`src/rtl/snl_pkg.sv`:
```
// snl_pkg: shared constants, FSM state encoding and die-face helper for the
// snakes-and-ladders turn scheduler.
//   SNL_BOARD_MAX : default winning square (exact landing required)
//   POS_W / DIE_W : widths of a board square and a die face
//   state_e       : turn-sequencer FSM states
//   die_legal()   : true for faces 1..6
package snl_pkg;

    localparam int unsigned SNL_BOARD_MAX = 100;
    localparam int unsigned POS_W         = 7;
    localparam int unsigned DIE_W         = 3;

    typedef enum logic [2:0] {
        StIdle   = 3'd0,
        StRoll   = 3'd1,
        StMove   = 3'd2,
        StUpdate = 3'd3,
        StNext   = 3'd4,
        StDone   = 3'd5
    } state_e;

    function automatic logic die_legal(input logic [DIE_W-1:0] face);
        return (face != 3'd0) && (face != 3'd7);
    endfunction

endpackage

```
`src/rtl/snl_pos_bank.sv`:
```
// snl_pos_bank: per-player position register file.
//   clk_i       : clock, rising edge
//   reset_i     : synchronous active-high reset, clears every position
//   clr_i       : synchronous clear (new game)
//   we_i        : write enable; wpid_i selects player, wdata_i is the new square
//   rpid_i      : read index; rdata_o is that player's square
//   pos_flat_o  : all positions, player i at [POS_W*i +: POS_W]
module snl_pos_bank
    import snl_pkg::*;
#(
    parameter int unsigned N_PLAYERS = 4,
    parameter int unsigned PID_W     = 3
) (
    input  logic                       clk_i,
    input  logic                       reset_i,
    input  logic                       clr_i,
    input  logic                       we_i,
    input  logic [PID_W-1:0]           wpid_i,
    input  logic [POS_W-1:0]           wdata_i,
    input  logic [PID_W-1:0]           rpid_i,
    output logic [POS_W-1:0]           rdata_o,
    output logic [POS_W*N_PLAYERS-1:0] pos_flat_o
);

    logic [POS_W-1:0] pos_q [N_PLAYERS];

    always_ff @(posedge clk_i) begin
        if (reset_i || clr_i) begin
            for (int i = 0; i < int'(N_PLAYERS); i++) pos_q[i] <= '0;
        end else if (we_i) begin
            for (int i = 0; i < int'(N_PLAYERS); i++) begin
                if (wpid_i == PID_W'(i)) pos_q[i] <= wdata_i;
            end
        end
    end

    // Compare-based decode keeps the index width independent of N_PLAYERS.
    always_comb begin
        rdata_o = '0;
        for (int i = 0; i < int'(N_PLAYERS); i++) begin
            if (rpid_i == PID_W'(i)) rdata_o = pos_q[i];
        end
    end

    always_comb begin
        pos_flat_o = '0;
        for (int i = 0; i < int'(N_PLAYERS); i++) begin
            pos_flat_o[POS_W*i +: POS_W] = pos_q[i];
        end
    end

endmodule

```
`src/rtl/snl_turn_scheduler.sv`:
```
// snl_turn_scheduler: round-robin turn sequencer for N players sharing one dice
// unit and one move engine (snake/ladder resolver). Owns all positions and
// detects the winner.
//   clk_i, reset_i          : clock, synchronous active-high reset
//   start_i                 : 1-cycle pulse, starts a game from idle or done
//   roll_req_o / roll_vld_i / roll_val_i : dice handshake (faces 0 and 7 dropped)
//   move_req_o, move_pid_o, move_from_o, move_roll_o : move-engine request
//   move_ack_i, move_to_i   : move-engine response (resolved square)
//   cur_player_o            : player whose turn it is
//   pos_flat_o              : all positions, player i at [7i+6:7i]
//   busy_o, win_o, winner_o : status
// Optional feature, macro SNL_EXTRA_TURN_ON_SIX_EN: a legal six grants another
// roll to the same player; the third consecutive six voids the move and ends
// the turn.
module snl_turn_scheduler
    import snl_pkg::*;
#(
    parameter int unsigned N_PLAYERS = 4,
    parameter int unsigned PID_W     = 3,
    parameter int unsigned BOARD_MAX = SNL_BOARD_MAX
) (
    input  logic                       clk_i,
    input  logic                       reset_i,
    input  logic                       start_i,
    output logic                       roll_req_o,
    input  logic                       roll_vld_i,
    input  logic [DIE_W-1:0]           roll_val_i,
    output logic                       move_req_o,
    output logic [PID_W-1:0]           move_pid_o,
    output logic [POS_W-1:0]           move_from_o,
    output logic [DIE_W-1:0]           move_roll_o,
    input  logic                       move_ack_i,
    input  logic [POS_W-1:0]           move_to_i,
    output logic [PID_W-1:0]           cur_player_o,
    output logic [POS_W*N_PLAYERS-1:0] pos_flat_o,
    output logic                       busy_o,
    output logic                       win_o,
    output logic [PID_W-1:0]           winner_o
);

    localparam logic [POS_W:0]   BoardMax = (POS_W+1)'(BOARD_MAX);
    localparam logic [PID_W-1:0] LastPid  = PID_W'(N_PLAYERS - 1);

    state_e           state_q, state_d;
    logic [PID_W-1:0] cur_q, cur_d;
    logic [DIE_W-1:0] roll_q, roll_d;
    logic [POS_W-1:0] mto_q, mto_d;
    logic [POS_W-1:0] cur_pos;
    logic             pos_we, pos_clr;
    logic [POS_W:0]   roll_sum;
    logic             roll_fits, mto_ok;
`ifdef SNL_EXTRA_TURN_ON_SIX_EN
    logic [2:0]       six_q, six_d;
`endif

    snl_pos_bank #(
        .N_PLAYERS (N_PLAYERS),
        .PID_W     (PID_W)
    ) u_pos_bank (
        .clk_i      (clk_i),
        .reset_i    (reset_i),
        .clr_i      (pos_clr),
        .we_i       (pos_we),
        .wpid_i     (cur_q),
        .wdata_i    (mto_q),
        .rpid_i     (cur_q),
        .rdata_o    (cur_pos),
        .pos_flat_o (pos_flat_o)
    );

    assign roll_sum  = {1'b0, cur_pos} + {{(POS_W + 1 - DIE_W){1'b0}}, roll_val_i};
    assign roll_fits = (roll_sum <= BoardMax);
    // A resolver answer of 0 or beyond the board is a protocol error: ignore it.
    assign mto_ok    = (mto_q != '0) && ({1'b0, mto_q} <= BoardMax);

    always_comb begin
        state_d    = state_q;
        cur_d      = cur_q;
        roll_d     = roll_q;
        mto_d      = mto_q;
        pos_we     = 1'b0;
        pos_clr    = 1'b0;
        roll_req_o = 1'b0;
        move_req_o = 1'b0;
`ifdef SNL_EXTRA_TURN_ON_SIX_EN
        six_d      = six_q;
`endif
        unique case (state_q)
            StIdle, StDone: begin
                if (start_i) begin
                    state_d = StRoll;
                    cur_d   = '0;
                    pos_clr = 1'b1;
`ifdef SNL_EXTRA_TURN_ON_SIX_EN
                    six_d   = '0;
`endif
                end
            end
            StRoll: begin
                roll_req_o = 1'b1;
                if (roll_vld_i && die_legal(roll_val_i)) begin
                    roll_d = roll_val_i;
`ifdef SNL_EXTRA_TURN_ON_SIX_EN
                    if (roll_val_i == 3'd6) begin
                        six_d = six_q + 3'd1;
                        if (six_q == 3'd2)  state_d = StNext;  // third six: void
                        else if (roll_fits) state_d = StMove;
                        else                state_d = StRoll;  // overshoot, roll again
                    end else begin
                        state_d = roll_fits ? StMove : StNext;
                    end
`else
                    state_d = roll_fits ? StMove : StNext;
`endif
                end
            end
            StMove: begin
                move_req_o = 1'b1;
                if (move_ack_i) begin
                    mto_d   = move_to_i;
                    state_d = StUpdate;
                end
            end
            StUpdate: begin
                pos_we = mto_ok;
                if (mto_ok && ({1'b0, mto_q} == BoardMax)) begin
                    state_d = StDone;
                end else begin
`ifdef SNL_EXTRA_TURN_ON_SIX_EN
                    state_d = (roll_q == 3'd6) ? StRoll : StNext;
`else
                    state_d = StNext;
`endif
                end
            end
            StNext: begin
                cur_d   = (cur_q == LastPid) ? '0 : cur_q + 1'b1;
                state_d = StRoll;
`ifdef SNL_EXTRA_TURN_ON_SIX_EN
                six_d   = '0;
`endif
            end
            default: state_d = StIdle;
        endcase
    end

    always_ff @(posedge clk_i) begin
        if (reset_i) begin
            state_q <= StIdle;
            cur_q   <= '0;
            roll_q  <= '0;
            mto_q   <= '0;
`ifdef SNL_EXTRA_TURN_ON_SIX_EN
            six_q   <= '0;
`endif
        end else begin
            state_q <= state_d;
            cur_q   <= cur_d;
            roll_q  <= roll_d;
            mto_q   <= mto_d;
`ifdef SNL_EXTRA_TURN_ON_SIX_EN
            six_q   <= six_d;
`endif
        end
    end

    // Payload comes straight from registers, so it cannot change while in MOVE.
    assign move_pid_o   = cur_q;
    assign move_from_o  = cur_pos;
    assign move_roll_o  = roll_q;
    assign cur_player_o = cur_q;
    assign win_o        = (state_q == StDone);
    assign winner_o     = win_o ? cur_q : '0;
    assign busy_o       = (state_q != StIdle) && (state_q != StDone);

endmodule

```
`config.mk`:
```
export PLATFORM = sky130hd
export DESIGN_NAME = snl_turn_scheduler
export DESIGN_NICKNAME = d
export VERILOG_FILES = /design/src/rtl/snl_pkg.sv /design/src/rtl/snl_pos_bank.sv /design/src/rtl/snl_turn_scheduler.sv
export SDC_FILE = /design/constraint.sdc
export NUM_CORES = 1
export LEC_CHECK = 0
export BUFFER_PORTS_ARGS = -buffer_cell sky130_fd_sc_hd__buf_2
export CAP_MARGIN = 5
export CORE_ASPECT_RATIO = 1.4
export CORE_MARGIN = 1
export CORE_UTILIZATION = 25
export DETAILED_ROUTE_END_ITERATION = 7
export GPL_ROUTABILITY_DRIVEN = 1
export RECOVER_POWER = 100
export SYNTH_ARGS = -nofsm -noshare
export SYNTH_HDL_FRONTEND = slang
export SYNTH_SLANG_ARGS = --single-unit
```
`constraint.sdc`:
```
create_clock -name clk_i -period 3.1 [get_ports clk_i]
set_input_delay 0.465 -clock clk_i [delete_from_list [all_inputs] [get_ports clk_i]]
set_output_delay 0.465 -clock clk_i [all_outputs]
set_load 0.005 [all_outputs]
```
==> impl_metrics.yaml <==
routing:
  drt_wl_total_mm: 6.975
  ant_nets: 0
  wl_per_cell_um: 15.30
  drt-initial-drc-count: 105
  via_per_inst: 4.590
  drc: 0
  drt_first_pass_iters: 4
  vias: 2093
grt:
  grt_pass1_vias: 2074
  grt_max_degree: 19
  grt_pass1_wl_mm: 10.54
  gr-total-overflow: 0
  grt_usage_pct: 13.86
  antenna_found_initial: 0
place:
  dp_hpwl_mm: 5.338
  place_area_um2: 2959
  port_buffers: 65
  place_congestion: 0.8086
yosys:
  synth_top_area_share_pct: 34.29
  synth.most_common_cell: "and2_1"
  yosys_warnings: 0
  synthFlopType: "edfxtp_1"
  ys_types: 45
  synthTopCellsByArea: "edfxtp_1, dfxtp_1, and2_1"
  avgSynthCellArea_um2: 9.889
  postSynthCellCount: 248
  ys_seq_elements: 44
  yosysSeqAreaShare_pct: 47.35
  syn_area_um2: 2452
  yosysTopAreaCell: "edfxtp_1"
  synth-edff-count: 28
  synth_nets: 271
  synthArstFlopShare_pct: 0
  yosys-top-cells-count: "and2_1, nor2_1, edfxtp_1"
timing:
  max_slew_margin_pct: 57.49
  post-route-min-period_ps: 3020
  rsz0062_at_grt: "true"
  setup_viol: 0
  setup-tns-final_ps: 0
  clock.fmax_ghz: 0.3311
  period_share_pct: 97.42
  worst_pin_slew_ps: 636.4
  finalHoldViolations: 0
  finClkSkew_ps: 6.227
  drv_slew: 0
cells_and_area:
  antenna_cells: 0
  fin_area_um2: 3244
  regArea_um2: 1164
  multi_input_area_um2: 1249
  nets: 346
  area_delta_synth_final_pct: 32.30
  final_layout_size_suffix_gt1_share_pct: 31.48
  nFillCells: 980
critical_path:
  startpoint_type: "flip-flop"
  slowest_stage: "fa_2"
  critPathMaxStageDelay_ps: 380
  crit_type: "reg2reg"
  arrival_ps: 3250
  r2r_end: "state_q[2]$_SDFFE_PP0P_"
  reg2reg_depth: 17
  cp-end-kind: "flip-flop"
  critPathMaxFanout: 6
  worst_path_most_repeated_cell: "a21oi_1"
  cp.required_ps: 3330
  worstPathCellList: "inv_4 -> ha_4 -> nand3b_1 -> a21oi_1 -> a21oi_1 -> nor2_1 -> a21oi_1 -> nor2_1 -> ha_2 -> inv_2 -> fa_2 -> nand2b_4 -> or3_1 -> nor3_2 -> mux2i_1 -> o2bb2ai_2 -> a41o_1"
  critPathBufInv: 2
  r2r_start: "cur_player_o[1]$_SDFFE_PP0P_"
  path_delay_family: "simple AND/OR/NAND/NOR gates"
  r2r_slack_ps: 80
die:
  die_h_um: 119.2
  core_area_um2: 9512
  start_util_pct: 25.78
  row_count: 42
  dieArea_um2: 10220
  ios: 66
  die_w_um: 85.71
hold_path:
  min_from: "move_to_i[5]"
  hold_path_depth: 3
  min_to: "mto_q[5]$_SDFFE_PP0P_"
  hold_path.class: "in2reg"
power_and_ir_drop:
  pwr-share-comb_pct: 23.6
  clkPwrFrac_pct: 35.2
  internal_power_mw: 1.383
  leakage_nw: 1.389
  ir_worst_vdd_uv: 208.0
  powerDensity_nw_per_um2: 590.3
  p_switching_uw: 532.4
  swShare_pct: 27.80
  p_seq_share_pct: 41.2
clocking:
  ctsHoldBuffers: 0
  cts_buffer_depth: 2
  root_buffer: "clkbuf_16"
  clkTransAtPathRegs_ps: 60
  cts_sinks: 44
  numCtsBuffers: 5
  cts_tree: "yes"
  clkLatencyLatePin_ps: 290
  htreeDepth: 2
job:
  maxCapViolations: 0
status:
  outcome: "complete, no violations"
==> layer usage <==
layer | vias to the layer above | track usage (%) | share of wire, %
met5 | - | 0 | 0
met4 | 0 | 9.063 | 4.6
met3 | 19 | 3.604 | 5.3
met2 | 59 | 24.50 | 53
met1 | 1001 | 14.19 | 37
li1 | 1014 | - | -
==> through the flow <==
step | hold slack (ps) | util, % | setup WS [ps] | instances | total power [mW]
after floorplan | 485.0 | - | 21.66 | 248 | 1.041
after global placement | 479.9 | 31.11 | 10.05 | 442 | 1.221
after CTS | 414.1 | 33.24 | 16.51 | 450 | 1.910
after global routing | 432.4 | 34.11 | -57.55 | 456 | 2.005
after detailed placement | 481.1 | 31.11 | -45.59 | 442 | 1.228
final | 415.5 | 34.11 | 79.88 | 456 | 1.915
==> registers in the layout (all words and copies together) (netlist names) <==
signal,count
cur_player_o,3
move_roll_o,3
mto_q,7
state_q,3
u_pos_bank.pos_q,28
==> layout make-up <==
class                   instances  area share (%)
multi-input cells             180           38.49
flip-flops and latches         44           35.87
repair buffers                 81           13.31
well taps                     132           5.091
clock buffers                   6           3.972
clock inverters                 2           1.851
inverters                      11           1.427
==> tightest hold or removal path, cell delays in order <==
cell	delay, ps
buf_2	70
mux2i_1	50
nor2_1	70
==> power groups by stage <==
stage / Clock [mW] / Combinational [mW] / Sequential, mW
floorplan: 0 / 0.274 / 0.767
global placement: 0 / 0.422 / 0.799
detailed placement: 0 / 0.429 / 0.799
CTS: 0.687 / 0.436 / 0.788
global route: 0.706 / 0.497 / 0.802
finish: 0.674 / 0.452 / 0.789
==> worst max-delay path by stage <==
stage	cells after the start	start	endpoint	slack, ps
floorplan	18	cur_player_o[1]$_SDFFE_PP0P_	state_q[1]$_SDFFE_PP0P_	20
global placement	15	cur_player_o[0]$_SDFFE_PP0P_	state_q[2]$_SDFFE_PP0P_	10
detailed placement	15	cur_player_o[0]$_SDFFE_PP0P_	state_q[2]$_SDFFE_PP0P_	-50
CTS	15	cur_player_o[0]$_SDFFE_PP0P_	state_q[2]$_SDFFE_PP0P_	20
global route	17	cur_player_o[1]$_SDFFE_PP0P_	state_q[2]$_SDFFE_PP0P_	-60
finish	17	cur_player_o[1]$_SDFFE_PP0P_	state_q[2]$_SDFFE_PP0P_	80
==> cells in the final DEF (no fill, tap or decap), types with 2 or more instances in the layout <==
cell       count
buf_2         51
and2_1        31
nor2_1        30
edfxtp_1      28
nand2_1       17
clkbuf_1      15
buf_4         15
mux2i_1       14
dfxtp_1       14
a21oi_1       11
inv_1          8
nand3b_1       6
nor2b_1        5
nor3_1         5
clkbuf_16      5
a21oi_2        4
nand2b_1       4
o21ai_0        4
and3_1         4
ha_2           4
a2111oi_2      3
or3_1          3
and3b_1        2
nor3b_1        2
a32o_1         2
or2_2          2
inv_4          2
a21o_1         2
nor3_2         2
ha_1           2
bufinv_16      2
dfxtp_2        2
==> repair_timing <==
item,CTS,global route
setup endpoints to repair,2,2
pin swaps,0,9
gates resized for setup,3,16
buffers inserted,0,6
==> kinds of logic (layout without fill, tap and decap cells) <==
group,count (synthesis),in the layout,synth area share [%]
and+or+nand+nor,120,120,26.63
DFF,44,44,47.35
AOI/OAI and AO/OA,36,36,10.77
buffers and inverters,24,100,4.439
adders and majority gates,8,8,4.388
muxes,14,14,5.714
xor gates and xnor gates,2,2,0.7144
No activity file was read; power rests on OpenSTA's default activity.
